$ cat src/rtl/inst_fetch_pkg.sv
// Shared definitions for the x1 fetch stage: instruction field slices,
// the NOP word and the fetch FSM state encoding.
package inst_fetch_pkg;

    localparam int X1_INSTR_W = 35;

    // Instruction field slices, used by decode; fetch treats the word as opaque.
    localparam int OP_MSB   = 34;
    localparam int OP_LSB   = 31;
    localparam int FUNC_MSB = 30;
    localparam int FUNC_LSB = 28;
    localparam int SRC1_MSB = 27;
    localparam int SRC1_LSB = 18;
    localparam int SRC2_MSB = 17;
    localparam int SRC2_LSB = 8;
    localparam int ADDR_MSB = 7;
    localparam int ADDR_LSB = 0;

    localparam logic [X1_INSTR_W-1:0] NOP_WORD = '0;

    typedef enum logic [1:0] {
        S_FILL  = 2'd0,
        S_RUN   = 2'd1,
        S_FLUSH = 2'd2
    } fetch_state_e;

endpackage

$ cat src/rtl/inst_fetch_if.sv
// Fetch-stage bus: ROM address/data, execute-side control and the IR outputs.
interface inst_fetch_if #(
    parameter int ADDR_W  = 8,
    parameter int INSTR_W = 35,
    parameter int CNT_W   = 8
);
    logic [ADDR_W-1:0]  rom_addr;
    logic [INSTR_W-1:0] rom_data;
    logic               stall;
    logic               br_taken;
    logic [ADDR_W-1:0]  br_target;
    logic [ADDR_W-1:0]  pc;
    logic [INSTR_W-1:0] ir;
    logic [ADDR_W-1:0]  ir_pc;
    logic               ir_valid;
    logic [CNT_W-1:0]   br_count;

    modport master (
        output rom_addr, pc, ir, ir_pc, ir_valid, br_count,
        input  rom_data, stall, br_taken, br_target
    );

    modport slave (
        input  rom_addr, pc, ir, ir_pc, ir_valid, br_count,
        output rom_data, stall, br_taken, br_target
    );
endinterface

$ cat src/rtl/inst_fetch_sat_counter.sv
// Saturating up-counter for debug statistics; holds at all-ones.
module sat_counter #(
    parameter int W = 8
) (
    input  logic         clk,
    input  logic         rst,
    input  logic         inc,
    output logic [W-1:0] count
);
    logic [W-1:0] count_q, count_d;

    // NOTE: combinational blocks give every output a default first so no latch is inferred.
    always_comb begin
        count_d = count_q;
        if (inc && (count_q != '1)) begin
            count_d = count_q + W'(1);
        end
    end

    // NOTE: sequential state uses non-blocking assignments so all flops update together.
    always_ff @(posedge clk) begin
        if (rst) begin
            count_q <= '0;
        end else begin
            count_q <= count_d;
        end
    end

    assign count = count_q;
endmodule

$ cat src/rtl/inst_fetch.sv
// x1 fetch stage: drives the ROM address from pc, registers the word into IR,
// and handles stalls and branch redirects with a single NOP bubble.
module inst_fetch
    import inst_fetch_pkg::*;
#(
    parameter int ADDR_W  = 8,
    parameter int INSTR_W = 35,
    parameter int RST_PC  = 0,
    parameter int CNT_W   = 8
) (
    input  logic          clk,
    input  logic          rst,
    inst_fetch_if.master  bus
);
    fetch_state_e       state_q, state_d;
    logic [ADDR_W-1:0]  pc_q, pc_d;
    logic [INSTR_W-1:0] ir_q, ir_d;
    logic [ADDR_W-1:0]  ir_pc_q, ir_pc_d;
    logic               ir_valid_q, ir_valid_d;
    logic               redirect;

    always_comb begin
        state_d    = state_q;
        pc_d       = pc_q;
        ir_d       = ir_q;
        ir_pc_d    = ir_pc_q;
        ir_valid_d = ir_valid_q;
        redirect   = 1'b0;

        case (state_q)
            S_RUN: begin
                if (bus.br_taken) begin
                    pc_d       = bus.br_target;
                    ir_d       = INSTR_W'(NOP_WORD);
                    ir_valid_d = 1'b0;
                    redirect   = 1'b1;
                    state_d    = S_FLUSH;
                end else if (!bus.stall) begin
                    ir_d       = bus.rom_data;
                    ir_pc_d    = pc_q;
                    ir_valid_d = 1'b1;
                    pc_d       = pc_q + ADDR_W'(1);
                end
            end
            // FILL and FLUSH hold an empty IR, so stall/branch cannot apply.
            default: begin
                ir_d       = bus.rom_data;
                ir_pc_d    = pc_q;
                ir_valid_d = 1'b1;
                pc_d       = pc_q + ADDR_W'(1);
                state_d    = S_RUN;
            end
        endcase
    end

    always_ff @(posedge clk) begin
        if (rst) begin
            state_q    <= S_FILL;
            pc_q       <= ADDR_W'(RST_PC);
            ir_q       <= '0;
            ir_pc_q    <= '0;
            ir_valid_q <= 1'b0;
        end else begin
            state_q    <= state_d;
            pc_q       <= pc_d;
            ir_q       <= ir_d;
            ir_pc_q    <= ir_pc_d;
            ir_valid_q <= ir_valid_d;
        end
    end

    sat_counter #(.W(CNT_W)) u_br_count (
        .clk   (clk),
        .rst   (rst),
        .inc   (redirect),
        .count (bus.br_count)
    );

    assign bus.rom_addr = pc_q;
    assign bus.pc       = pc_q;
    assign bus.ir       = ir_q;
    assign bus.ir_pc    = ir_pc_q;
    assign bus.ir_valid = ir_valid_q;
endmodule

$ cat src/flat_wrapper.sv
// flat-port wrapper written by rule: the top's interface ports become plain ports
module inst_fetch_flat import inst_fetch_pkg::*;
#(
    parameter int ADDR_W  = 8,
    parameter int INSTR_W = 35,
    parameter int RST_PC  = 0,
    parameter int CNT_W   = 8
)
  (clk, rst, bus_rom_addr, bus_pc, bus_ir, bus_ir_pc, bus_ir_valid, bus_br_count, bus_rom_data, bus_stall, bus_br_taken, bus_br_target);
  inst_fetch_if #(.ADDR_W(ADDR_W), .INSTR_W(INSTR_W), .CNT_W(CNT_W)) bus_i ();
  input  logic clk;
  input  logic rst;
  output wire logic [$bits(bus_i.rom_addr)-1:0] bus_rom_addr;
  output wire logic [$bits(bus_i.pc)-1:0] bus_pc;
  output wire logic [$bits(bus_i.ir)-1:0] bus_ir;
  output wire logic [$bits(bus_i.ir_pc)-1:0] bus_ir_pc;
  output wire logic [$bits(bus_i.ir_valid)-1:0] bus_ir_valid;
  output wire logic [$bits(bus_i.br_count)-1:0] bus_br_count;
  input wire logic [$bits(bus_i.rom_data)-1:0] bus_rom_data;
  input wire logic [$bits(bus_i.stall)-1:0] bus_stall;
  input wire logic [$bits(bus_i.br_taken)-1:0] bus_br_taken;
  input wire logic [$bits(bus_i.br_target)-1:0] bus_br_target;
  assign bus_rom_addr = bus_i.rom_addr;
  assign bus_pc = bus_i.pc;
  assign bus_ir = bus_i.ir;
  assign bus_ir_pc = bus_i.ir_pc;
  assign bus_ir_valid = bus_i.ir_valid;
  assign bus_br_count = bus_i.br_count;
  assign bus_i.rom_data = bus_rom_data;
  assign bus_i.stall = bus_stall;
  assign bus_i.br_taken = bus_br_taken;
  assign bus_i.br_target = bus_br_target;
  inst_fetch #(.ADDR_W(ADDR_W), .INSTR_W(INSTR_W), .RST_PC(RST_PC), .CNT_W(CNT_W)) u_core (.clk(clk), .rst(rst), .bus(bus_i));
endmodule
$ cat config.mk
export PLATFORM = sky130hd
export DESIGN_NAME = inst_fetch_flat
export DESIGN_NICKNAME = d
export VERILOG_FILES = /design/src/rtl/inst_fetch_pkg.sv /design/src/rtl/inst_fetch_if.sv /design/src/rtl/inst_fetch_sat_counter.sv /design/src/rtl/inst_fetch.sv /design/src/flat_wrapper.sv
export SDC_FILE = /design/constraint.sdc
export NUM_CORES = 1
export LEC_CHECK = 0
export ABC_AREA = 1
export CAP_MARGIN = 20
export CORE_AREA = 3 3 85 87
export DETAILED_ROUTE_END_ITERATION = 12
export DIE_AREA = 0 0 88 90
export PLACE_DENSITY_LB_ADDON = 0.3
export SLEW_MARGIN = 20
export SYNTH_ARGS = -nofsm -noshare
export SYNTH_HDL_FRONTEND = slang
export SYNTH_SLANG_ARGS = --single-unit
$ cat constraint.sdc
create_clock -name clk -period 2.3 [get_ports clk]
set_input_delay 0.345 -clock clk [delete_from_list [all_inputs] [get_ports clk]]
set_output_delay 0.345 -clock clk [all_outputs]
set_load 0.1 [all_outputs]
==> reports/results.ini <==
[yosys]
yosysMostFrequentCell = nand2_1
yosys.area.top_type_share_pct = 47.72
ys.warnings.count = 0
syn_inst = 351
ys_seq_area_share_pct = 47.72
async_flop_share_pct = 0
yosys_register_bits = 62
synth_edf_count = 0
synth_area_leaders = dfxtp_1, nand2_1, a21oi_1
ys_types = 29
synth_top_area_cell = dfxtp_1
yosys-top-cells-count = nand2_1, dfxtp_1, nor2_1
synth_ff_type = dfxtp_1
synth.avg_cell_area_sq_um = 7.411
syn_nets = 400
syn_area_sq_um = 2601

[grt]
antenna_found_initial = 0
gr-usage-all-layers_pct = 16.85
grt_pass1_wl_mm = 10.78
grt.overflow.total = 0
grt_max_degree = 38
grt_pass1_vias = 2271

[route]
dr.pass1.iters = 4
viasPerCell = 4.806
drtAntennaViolNets = 0
wl_per_cell_um = 12.46
drt-total-wl_mm = 6.693
dr.first_iter.drc_count = 110
vias = 2581
route.detailed.drc = 0

[clock_tree]
cts_max_level = 3
cts_root_buffer = clkbuf_8
clkTransAtPathRegs_ps = 70
cts_buffers = 9
cts_setup_buffers = 0
clockBufferDepth = 2
clock-sinks = 62
cts_resized = 0
cts_tree = done
holdBufCountCts = 0
clock_latency_ps = 330

[place]
dp_hpwl_mm = 4.828
place.gp.congestion = 0.7967
place_worst_setup_slack_ps = 514.6
portBuffers = 114

[timing]
worstMarginPinSlew_ps = 420.6
maxSlewHeadroom_pct = 71.86
tns_ps = 0
final-hold-violation-count = 0
max_freq_mhz = 667.6
clock_skew_ps = 8.253
finalCritPeriodShare_pct = 65.12
setup_violations = 0
maxSlewViolCount = 0
fin_ws_ps = 802.2
finalCriticalPeriod_ps = 1498
rsz0062_at_grt = no

[floorplanning]
die_x_um = 88
die_h_um = 90
rows = 29
pin_count = 115
start_util_pct = 40.50
fp.dieArea_sq_um = 7920
core_sq_um = 6422

[worst_setup_path]
startpoint_type = flop
cp-end-kind = flop
cp_max_fo = 8
critPathRequiredTime_ps = 2500
path_class = reg2reg
worstPathArrival_ps = 1700

[cells_and_area]
syn_to_final_growth_pct = 44.35
final_nets = 504
diodes = 0
fin_util_pct = 58.46
drive_gt1_share_pct = 21.96

[worst_hold_path]
min-delay-path-class = reg2reg

[power]
totalPowerFinal_mw = 3.194
peakVddDrop_uv = 414.9
p_leak_nw = 1.708
power_density_nw_per_um2 = 850.6

[flow_run]
drv_cap = 0

[outcome]
status = complete, no violations

[sequential cells by signal, indices dropped and copies added, names as in the netlist]
signal and flops:
u_core.bus.ir_valid 1, u_core.u_br_count.count 8, u_core.state_q 2, u_core.bus.ir 35, u_core.bus.pc 8, u_core.bus.ir_pc 8
[cells by family (layout without fill, tap and decap cells)]
family | after synthesis | after routing | synth area share [%]
buffers and inverters | 47 | 156 | 9.524
adders and majority gates | 2 | 2 | 0.9618
DFF | 62 | 62 | 47.72
xor gates and xnor gates | 3 | 3 | 1.010
and+or+nand+nor | 167 | 167 | 27.13
AOI/OAI and AO/OA | 70 | 70 | 13.66
[stage by stage]
step	instance area, sq um	cells	hold WS, ps
6_report	3755	537	464.6
5_1_grt	3755	537	493.6
4_1_cts	3755	537	468.9
3_5_place_dp	3546	521	457.7
3_3_place_gp	3546	521	452.8
2_1_floorplan	2601	351	479.9
[layout make-up]
| cell class | instances | area (sq um) |
|---|---|---|
| multi-input cells | 242 | 1112 |
| clock inverters | 5 | 57.56 |
| fillers | 608 | 2668 |
| inverters | 23 | 90.09 |
| well taps | 77 | 96.34 |
| flip-flops and latches | 62 | 1241 |
| repair buffers | 117 | 1006 |
| clock buffers | 11 | 151.4 |
[final timing paths]
| path | slack (ps) | to | depth (start not counted) | startpoint |
|---|---|---|---|---|
| worst max-delay path | 800 | u_core.u_br_count.count[3]$_SDFFE_PP0P_ | 8 | u_core.u_br_count.count[1]$_SDFFE_PP0P_ |
| worst min register to register | 460 | u_core.bus.ir[25]$_SDFFE_PP0P_ | 2 | u_core.bus.ir[25]$_SDFFE_PP0P_ |
| worst min-delay path | 460 | u_core.bus.ir[25]$_SDFFE_PP0P_ | 2 | u_core.bus.ir[25]$_SDFFE_PP0P_ |
| worst max register to register | 800 | u_core.u_br_count.count[3]$_SDFFE_PP0P_ | 8 | u_core.u_br_count.count[1]$_SDFFE_PP0P_ |
[critical path, stage by stage (launching register included)]
cell and delay (ps):
dfxtp_1 420, ha_1 230, nand2_1 100, nor2_2 140, nand3_1 120, nand2_2 160
inv_2 80, nand2_1 70, a21oi_1 60
[per-layer routing]
| layer | part of all wire [%] | wire length, um | global-route usage, % |
|---|---|---|---|
| met2 | 46 | 3061 | 26.07 |
| met5 | 0 | 0 | 0 |
| met3 | 8.3 | 553 | 4.753 |
| met1 | 44 | 2967 | 21.67 |
| met4 | 1.7 | 111 | 7.161 |
[report_power, final]
group	internal [mW]	switching (mW)	leakage (nW)	total (mW)
clock network	0.557	0.425	0.0976	0.983
registers	1.15	0.0562	0.512	1.20
logic	0.233	0.774	1.10	1.01
total	1.94	1.26	1.71	3.19
[placed cells by master, fill, tap and decap left out, drive strengths merged, types with 2 or more instances in the layout]
cell / netlist / routed
a21oi: 42 / 42
buf: 19 / 71
clkbuf: 5 / 11
clkdlybuf4s50: 0 / 46
clkinv: 2 / 3
clkinvlp: 0 / 3
dfxtp: 62 / 62
ha: 2 / 2
inv: 21 / 21
nand2: 99 / 99
nand3: 13 / 13
nand3b: 3 / 3
nand4: 2 / 2
nor2: 47 / 47
o21ai: 27 / 27
or2: 2 / 2
xor2: 3 / 3
No activity file was read; power rests on OpenSTA's default activity.
